$ cat src/rtl/alu_core_if.sv
`default_nettype none
// ============================================================================
// Module   : alu_core_if
// Purpose  : Operand/opcode and result/flag bundle for the RV32I execute ALU.
//            The optional OVF signal exists only when ALU_OVF_EN is defined.
// Revision : 1.0 - initial release
// ============================================================================
interface alu_core_if #(
    parameter int XLEN = 32
);
    logic            in_valid;
    logic [XLEN-1:0] A;
    logic [XLEN-1:0] B;
    logic [2:0]      func;
    logic            sub_sra;
    logic [4:0]      shamt;

    logic            out_valid;
    logic [XLEN-1:0] Q;
    logic            EQ;
    logic            A_less_than_B_signed;
    logic            A_less_than_B_unsigned;
`ifdef ALU_OVF_EN
    logic            OVF;
`endif

    // Issue side: drives operands, observes registered results
    modport master (
        output in_valid, A, B, func, sub_sra, shamt,
        input  out_valid, Q, EQ, A_less_than_B_signed, A_less_than_B_unsigned
`ifdef ALU_OVF_EN
        , input OVF
`endif
    );

    // ALU side: consumes operands, produces registered results
    modport slave (
        input  in_valid, A, B, func, sub_sra, shamt,
        output out_valid, Q, EQ, A_less_than_B_signed, A_less_than_B_unsigned
`ifdef ALU_OVF_EN
        , output OVF
`endif
    );
endinterface
`default_nettype wire

$ cat src/rtl/alu_core.sv
`default_nettype none
// ============================================================================
// Module   : alu_core
// Purpose  : RV32I integer ALU with registered result and compare flags
//            (1-cycle latency, one operation accepted per cycle).
//            Optional feature macro: ALU_OVF_EN (adds signed ADD/SUB overflow).
// Revision : 1.0 - initial release
// ============================================================================
module alu_core #(
    parameter int XLEN = 32
) (
    input wire        clk,
    input wire        rst_n,
    alu_core_if.slave bus
);
    localparam logic [2:0] c_FUNC_ADD  = 3'd0;
    localparam logic [2:0] c_FUNC_SLL  = 3'd1;
    localparam logic [2:0] c_FUNC_SLT  = 3'd2;
    localparam logic [2:0] c_FUNC_SLTU = 3'd3;
    localparam logic [2:0] c_FUNC_XOR  = 3'd4;
    localparam logic [2:0] c_FUNC_SRL  = 3'd5;
    localparam logic [2:0] c_FUNC_OR   = 3'd6;
    localparam logic [2:0] c_FUNC_AND  = 3'd7;

    logic [XLEN-1:0] w_b_op;
    logic [XLEN-1:0] w_sum;
    logic [XLEN-1:0] w_sra;
    logic [XLEN-1:0] w_result;
    logic            w_eq;
    logic            w_lt_s;
    logic            w_lt_u;

    logic            r_valid;
    logic [XLEN-1:0] r_q;
    logic            r_eq;
    logic            r_lt_s;
    logic            r_lt_u;

    // Adder shared by ADD and SUB: subtraction is A + ~B + 1
    always_comb begin
        w_b_op = bus.sub_sra ? ~bus.B : bus.B;
        w_sum  = bus.A + w_b_op + {{(XLEN-1){1'b0}}, bus.sub_sra};
    end

    // Arithmetic shift kept on its own so the signed operand is not
    // turned unsigned by a surrounding mixed-sign expression
    always_comb begin
        w_sra = $signed(bus.A) >>> bus.shamt;
    end

    // Compare flags, evaluated every cycle regardless of func
    always_comb begin
        w_eq   = (bus.A == bus.B);
        w_lt_s = ($signed(bus.A) < $signed(bus.B));
        w_lt_u = (bus.A < bus.B);
    end

    // funct3 result select
    always_comb begin
        w_result = '0;
        case (bus.func)
            c_FUNC_ADD:  w_result = w_sum;
            c_FUNC_SLL:  w_result = bus.A << bus.shamt;
            c_FUNC_SLT:  w_result = {{(XLEN-1){1'b0}}, w_lt_s};
            c_FUNC_SLTU: w_result = {{(XLEN-1){1'b0}}, w_lt_u};
            c_FUNC_XOR:  w_result = bus.A ^ bus.B;
            c_FUNC_SRL:  w_result = bus.sub_sra ? w_sra : (bus.A >> bus.shamt);
            c_FUNC_OR:   w_result = bus.A | bus.B;
            c_FUNC_AND:  w_result = bus.A & bus.B;
            default:     w_result = '0;
        endcase
    end

`ifdef ALU_OVF_EN
    logic w_ovf;
    logic r_ovf;

    // Signed overflow: effective operands share a sign that the sum lost
    always_comb begin
        w_ovf = (bus.func == c_FUNC_ADD) &&
                (bus.A[XLEN-1] == w_b_op[XLEN-1]) &&
                (w_sum[XLEN-1] != bus.A[XLEN-1]);
    end
`endif

    // Output registers: load on valid, hold otherwise; valid tracks in_valid
    always_ff @(posedge clk or negedge rst_n) begin
        if (!rst_n) begin
            r_valid <= 1'b0;
            r_q     <= '0;
            r_eq    <= 1'b0;
            r_lt_s  <= 1'b0;
            r_lt_u  <= 1'b0;
`ifdef ALU_OVF_EN
            r_ovf   <= 1'b0;
`endif
        end else begin
            r_valid <= bus.in_valid;
            if (bus.in_valid) begin
                r_q    <= w_result;
                r_eq   <= w_eq;
                r_lt_s <= w_lt_s;
                r_lt_u <= w_lt_u;
`ifdef ALU_OVF_EN
                r_ovf  <= w_ovf;
`endif
            end
        end
    end

    assign bus.out_valid              = r_valid;
    assign bus.Q                      = r_q;
    assign bus.EQ                     = r_eq;
    assign bus.A_less_than_B_signed   = r_lt_s;
    assign bus.A_less_than_B_unsigned = r_lt_u;
`ifdef ALU_OVF_EN
    assign bus.OVF                    = r_ovf;
`endif

endmodule
`default_nettype wire

$ cat src/flat_wrapper.sv
// flat-port wrapper written by rule: the top's interface ports become plain ports
module alu_core_flat 
#(
    parameter int XLEN = 32
)
  (clk, rst_n, bus_in_valid, bus_A, bus_B, bus_func, bus_sub_sra, bus_shamt, bus_out_valid, bus_Q, bus_EQ, bus_A_less_than_B_signed, bus_A_less_than_B_unsigned);
  alu_core_if #(.XLEN(XLEN)) bus_i ();
  input wire clk;
  input wire rst_n;
  input wire logic [$bits(bus_i.in_valid)-1:0] bus_in_valid;
  input wire logic [$bits(bus_i.A)-1:0] bus_A;
  input wire logic [$bits(bus_i.B)-1:0] bus_B;
  input wire logic [$bits(bus_i.func)-1:0] bus_func;
  input wire logic [$bits(bus_i.sub_sra)-1:0] bus_sub_sra;
  input wire logic [$bits(bus_i.shamt)-1:0] bus_shamt;
  output wire logic [$bits(bus_i.out_valid)-1:0] bus_out_valid;
  output wire logic [$bits(bus_i.Q)-1:0] bus_Q;
  output wire logic [$bits(bus_i.EQ)-1:0] bus_EQ;
  output wire logic [$bits(bus_i.A_less_than_B_signed)-1:0] bus_A_less_than_B_signed;
  output wire logic [$bits(bus_i.A_less_than_B_unsigned)-1:0] bus_A_less_than_B_unsigned;
  assign bus_i.in_valid = bus_in_valid;
  assign bus_i.A = bus_A;
  assign bus_i.B = bus_B;
  assign bus_i.func = bus_func;
  assign bus_i.sub_sra = bus_sub_sra;
  assign bus_i.shamt = bus_shamt;
  assign bus_out_valid = bus_i.out_valid;
  assign bus_Q = bus_i.Q;
  assign bus_EQ = bus_i.EQ;
  assign bus_A_less_than_B_signed = bus_i.A_less_than_B_signed;
  assign bus_A_less_than_B_unsigned = bus_i.A_less_than_B_unsigned;
  alu_core #(.XLEN(XLEN)) u_core (.clk(clk), .rst_n(rst_n), .bus(bus_i));
endmodule
$ cat config.mk
export PLATFORM = sky130hd
export DESIGN_NAME = alu_core_flat
export DESIGN_NICKNAME = d
export VERILOG_FILES = /design/src/rtl/alu_core_if.sv /design/src/rtl/alu_core.sv /design/src/flat_wrapper.sv
export SDC_FILE = /design/constraint.sdc
export NUM_CORES = 1
export LEC_CHECK = 0
export BUFFER_PORTS_ARGS = -buffer_cell sky130_fd_sc_hd__buf_2
export CAP_MARGIN = 40
export CORE_MARGIN = 4
export CORE_UTILIZATION = 45
export CTS_BUF_LIST = sky130_fd_sc_hd__clkbuf_2 sky130_fd_sc_hd__clkbuf_4 sky130_fd_sc_hd__clkbuf_8
export CTS_CLUSTER_DIAMETER = 120
export CTS_CLUSTER_SIZE = 24
export DETAILED_ROUTE_END_ITERATION = 10
export GPL_TIMING_DRIVEN = 0
export SYNTH_ARGS = -nofsm -noshare
export SYNTH_HDL_FRONTEND = slang
export SYNTH_SLANG_ARGS = --single-unit
$ cat constraint.sdc
create_clock -name clk -period 2.6 [get_ports clk]
set_clock_uncertainty 0.05 [all_clocks]
set_input_delay 0 -clock clk [delete_from_list [all_inputs] [get_ports clk]]
set_output_delay 0 -clock clk [all_outputs]
set_load 0.03 [all_outputs]
After elaboration in Yosys (flattened, before gate mapping)
Cells that the tools add are included.

storage, ports and cells
  bits of input ports = 76
  flip-flop bits (word level) = 36
  RAM bits = 0
  memories = 0
  latch bits = 0
  bits in read-only memories = 0
  word-level logic and storage cells = 28
  output and inout port bits = 36

operators by class
  div/mod/pow operators = 0
  muxes and demuxes = 3
  magnitude comparators = 2
  multipliers = 0
  bitwise operators = 4
  reduce and logical (&&, ||, !) cells = 1
  equal/unequal tests = 8
  shift operators = 3
  $add $sub $neg = 2

operators by type and width
  kind                                                             count
  32-bit one-hot mux with 8 select lines                           1
  32-bit < comparator                                              2
  32-bit two-way mux                                               2
  32-bit by 1-bit adder with 32-bit output                         1
  32-bit adder                                                     1
  32-bit AND                                                       1
  32-bit == test                                                   1
  32-bit inverter                                                  1
  32-bit bitwise OR                                                1
  32-bit by 5-bit << shifter with 32-bit output                    1
  32-bit by 5-bit >> shifter with 32-bit output                    1
  32-bit by 5-bit >>> shifter with 32-bit output                   1
  32-bit bitwise XOR                                               1
  3-bit == test, second input constant                             4
  3-bit by 2-bit == test with 1-bit output, second input constant  2
  3-bit by 1-bit == test with 1-bit output, second input constant  1
  3-bit logical NOT                                                1

Logic depth before layout (Yosys ltp)
  depth after elaboration = 5
  gate-level depth with buffers = 15
  gate-level depth less buffers = 10

Least setup slack after synthesis
No wires, ideal clock.

  kind = input-to-reg
  from = in bus_sub_sra
  to = reg u_core.r_q[30] (netlist: u_core.bus.Q[30])
  library setup time = 0.126 ns
  data arrival time = 3.474 ns
  buffers on the path = 4
  required time = 2.424 ns
  slack = -1.050 ns
  stages on the path = 14
  cells stage by stage = clkbuf_1 -> clkbuf_1 -> clkbuf_1 -> clkbuf_1 -> xor2_1 -> fa_1 -> a21o_1 -> a31o_2 -> nand4_1 -> a311oi_2 -> o31ai_2 -> o31ai_1 -> nor4b_1 -> o32a_1

between the ends
  longest elaborated chain between the ends = 4
  elaborated cells between the ends (all ways) = 5
  those cells by class = add/sub: 2; mux: 3

RTL lines
  item                                        line                source
  from (decl)                                 flat_wrapper.sv:14  input wire logic [$bits(bus_i.sub_sra)-1:0] bus_sub_sra;
  32-bit two-way mux                          alu_core.sv:41      w_b_op = bus.sub_sra ? ~bus.B : bus.B;
  32-bit adder                                alu_core.sv:42      w_sum = bus.A + w_b_op + {{(XLEN-1){1'b0}}, bus.sub_sra};
  32-bit by 1-bit adder with 32-bit output    alu_core.sv:42
  32-bit one-hot mux with 8 select lines (*)  alu_core.sv:61      case (bus.func)
  to (signal assigned)                        alu_core.sv:100     r_q <= w_result;
  to (decl)                                   alu_core.sv:34      logic [XLEN-1:0] r_q;

Every way passes the cells marked *; elsewhere a longest branch is shown, timed or not.
A chain may end at the register's enable or synchronous reset.

Final worst setup path
  from = in bus_sub_sra
  to = reg u_core.r_q[17] (netlist: u_core.bus.Q[17])

The elaborated chain is that of the path after synthesis.

==> results.sh <==
export IMPL_portBuffers=106
export IMPL_drive_above_1_share_pct=24.2
export IMPL_wl_per_cell_um=29.3
export IMPL_wl_mm=50.7
export IMPL_multiInputGateArea_um2=8510
export IMPL_yosys_warnings=0
export IMPL_dieArea_um2=23800
export IMPL_drtAntennaViolNets=0
export IMPL_ys_top_cells_by_area="ha_1 16%, mux4_2 9.6%, dfrtp_1 9.3%"
export IMPL_worstSetupStartpointType="primary input"
export IMPL_synthDistinctLibCells=77
export IMPL_nets=1655
export IMPL_required_ns=2.75
export IMPL_syn_instance_count=1284
export IMPL_arrival_ns=2.99
export IMPL_dr_pass1_iters=6
export IMPL_period_share_pct=109
export IMPL_drt_iter0_drc=1681
export IMPL_slew_headroom_pct=34.7
export IMPL_violations="negative setup slack"
export IMPL_crit_path_top_delay_cell="a311o_1"
export IMPL_gr_total_overflow=0
export IMPL_min_period_ns=2.84
export IMPL_fillers=2054
export IMPL_setup_viol=14
export IMPL_fp_coreArea_um2=21000
export IMPL_hold_slack_ns=0.158
export IMPL_seqCellArea_um2=901
export IMPL_numClockSinks=36
export IMPL_area_delta_synth_final_pct=21.4
export IMPL_synth_top_area_share_pct=16.4
export IMPL_final_common_cell="nor2_1"
export IMPL_critPathBufInv=3
export IMPL_layout_common_cells="139 x nor2_1, 121 x ha_1, 119 x nand2_1"
export IMPL_path_common_cell="clkbuf_16"
export IMPL_path_clk_slew_ns=0.10
export IMPL_hold_violations=0
export IMPL_h_tree_depth=2
export IMPL_hpwlAfterDp_mm=39.4
export IMPL_fp_dieW_um=154
export IMPL_worstHoldPathType="primary input to asynchronous set/reset pin"
export IMPL_postSynth_asyncResetShare_pct=100
export IMPL_power_leakage_uw=0.00529
export IMPL_grt_pass1_vias=11200
export IMPL_layout_setup_ws_ns=-0.243
export IMPL_crit_type="primary input to register"
export IMPL_synth_ff_type="dfrtp_1"
export IMPL_synth_avg_cell_area_um2=7.51
export IMPL_power_density_nw_per_um2=359
export IMPL_worstMarginPinSlew_ns=0.980
export IMPL_cpLargestDelayFamily="compound AO/OA/AOI/OAI gates"
export IMPL_p_total_uw=4200
export IMPL_routed_via_density=6.81
export IMPL_cts_tree="built"
export IMPL_antenna_found_initial=2
export IMPL_vias=11800
export IMPL_max_stage_delay_ns=0.39
export IMPL_fmax_ghz=0.352
export IMPL_gp_congestion=1.10
export IMPL_cap_violations=0
export IMPL_syn_num_nets=1487
export IMPL_synth_seq_cells=36
export IMPL_grt_pass1_wl_mm=72.9
export IMPL_cp_max_fo=7
export IMPL_outcome="complete, but fails checks"
export IMPL_syn_area_um2=9640
export IMPL_grt_max_degree=23
export IMPL_synth_edf_count=0
export IMPL_critical_path_cell_chain="buf_12, clkbuf_16, clkbuf_16, xor2_2, ha_1, a21o_1, a31o_4, a311o_1, a41o_1, a221oi_2, xor2_1, nor2_1, o32a_1"
export IMPL_finalMaxSlewViolations=0
export IMPL_grt_use_total_pct=40.6
export IMPL_clk_latency_ns=0.31
export IMPL_ioPinCount=112
export IMPL_seq_area_frac_synth_pct=9.35
export IMPL_fp_row_count=53
export IMPL_cts_made_buffers=5
export IMPL_cp_end_kind="register"
export IMPL_cts_root_buf="clkbuf_8"
export IMPL_rsz0062_at_grt="true"
export IMPL_drcViolationCount=0
export IMPL_initial_core_util_pct=45.8
export IMPL_die_height_um=154
export IMPL_ir_drop_uv=256
export IMPL_clockBufferDepth=2
export IMPL_yosys_area_top_type="ha_1"
[path summary, 6_finish.rpt]
check / slack [ns] / from / cells past startpoint / end
max: -0.24 / bus_sub_sra / 13 / u_core.bus.Q[17]
min: 0.16 / rst_n / 2 / u_core.bus.Q[28]
max reg2reg: 1.28 / u_core.bus.Q[16] / 3 / u_core.bus.Q[16]
min reg2reg: 0.45 / u_core.bus.Q[11] / 2 / u_core.bus.Q[11]
max in group asynchronous: 1.79 / rst_n / 3 / u_core.bus.Q[14]
min in group clk: 0.28 / bus_B[0] / 6 / u_core.bus.EQ
[flip-flops by register name, summed over array words and instances (netlist names)]
register                           cells
u_core.bus.A_less_than_B_unsigned      1
u_core.bus.out_valid                   1
u_core.bus.Q                          32
u_core.bus.EQ                          1
u_core.bus.A_less_than_B_signed        1
[area by class of cell]
type                            count  area share, %
Sequential cell                    36           7.70
Buffer                             85           3.89
Tap cell                          275           2.94
Inverter                           96           3.09
Antenna cell                        1         0.0214
Clock buffer                        6          0.706
Clock inverter                      2         0.0855
Multi-Input combinational cell   1063           72.7
Timing Repair Buffer              165           8.85
[metal layers]
metal  vias up  part of all wire, %  track usage, %
met5         -                0.022               0
met4         2                  5.7            17.3
met3       182                   12            10.2
met2       863                   42            61.5
met1      5669                   40            55.2
li1       5051                    -               -
[power breakdown]
group | switching (µW) | total [µW] | internal [µW]
clock | 265 | 478 | 213
sequential | 47.7 | 684 | 636
combinational | 1900 | 3040 | 1130
total | 2210 | 4200 | 1980
[worst reg2reg max path, delay by kind of cell, from the launching register on]
kind,cells,cell delay [ns]
AOI/OAI and AO/OA,1,0.32
DFF,1,0.38
and+or+nand+nor,2,0.46
[cells in the mapped netlist (4+ instances only)]
cell	n
a211oi_1	16
a21boi_0	4
a21o_1	17
a21oi_1	99
a221oi_1	12
a22oi_1	11
a31oi_1	16
and2_1	7
and3_1	6
buf_1	5
buf_2	15
clkbuf_1	64
dfrtp_1	36
ha_1	126
inv_1	95
mux2_2	23
mux2i_1	55
mux4_2	41
nand2_1	122
nand2b_1	7
nand3_1	21
nand4_1	10
nor2_1	145
nor2b_1	6
nor3_1	18
nor4_1	5
o2111ai_1	7
o211ai_1	15
o21a_1	12
o21ai_0	106
o21bai_1	8
o221ai_1	10
o22a_1	4
o22ai_1	13
o31a_1	5
o31ai_1	6
o32a_1	5
o32ai_1	4
or2_2	4
xnor2_1	11
xor2_1	39
[kinds of logic after synthesis]
| kind of cell | count (synthesis) | synth area share (%) |
|---|---|---|
| AOI/OAI and AO/OA | 403 | 27.3 |
| xor gates and xnor gates | 50 | 4.54 |
| adders and majority gates | 127 | 16.6 |
| buffers and inverters | 185 | 7.57 |
| DFF | 36 | 9.35 |
| muxes | 121 | 18.4 |
| and+or+nand+nor | 362 | 16.3 |
[repair_timing]
action,4_1_cts,5_1_grt
setup endpoints to repair,32,29
hold buffers,2,0
endpoints found under the hold margin,18,0
buffers inserted,29,25
pin swaps,36,35
gates resized for setup,64,59
[per-stage QoR]
step	std cells	worst slack [ns]	utilization, %	TNS, ns	instance area, µm²
final	1729	-0.243	55.7	-1.25	11700
after global routing	1728	-0.295	55.7	-2.11	11700
after CTS	1704	-0.131	53.7	-0.680	11300
after detailed placement	1668	-0.981	50.9	-20.84	10700
after global placement	1665	-0.943	50.7	-20.75	10700
after floorplan	1284	-0.261	-	-1.34	9790
No activity file was read; power rests on OpenSTA's default activity.
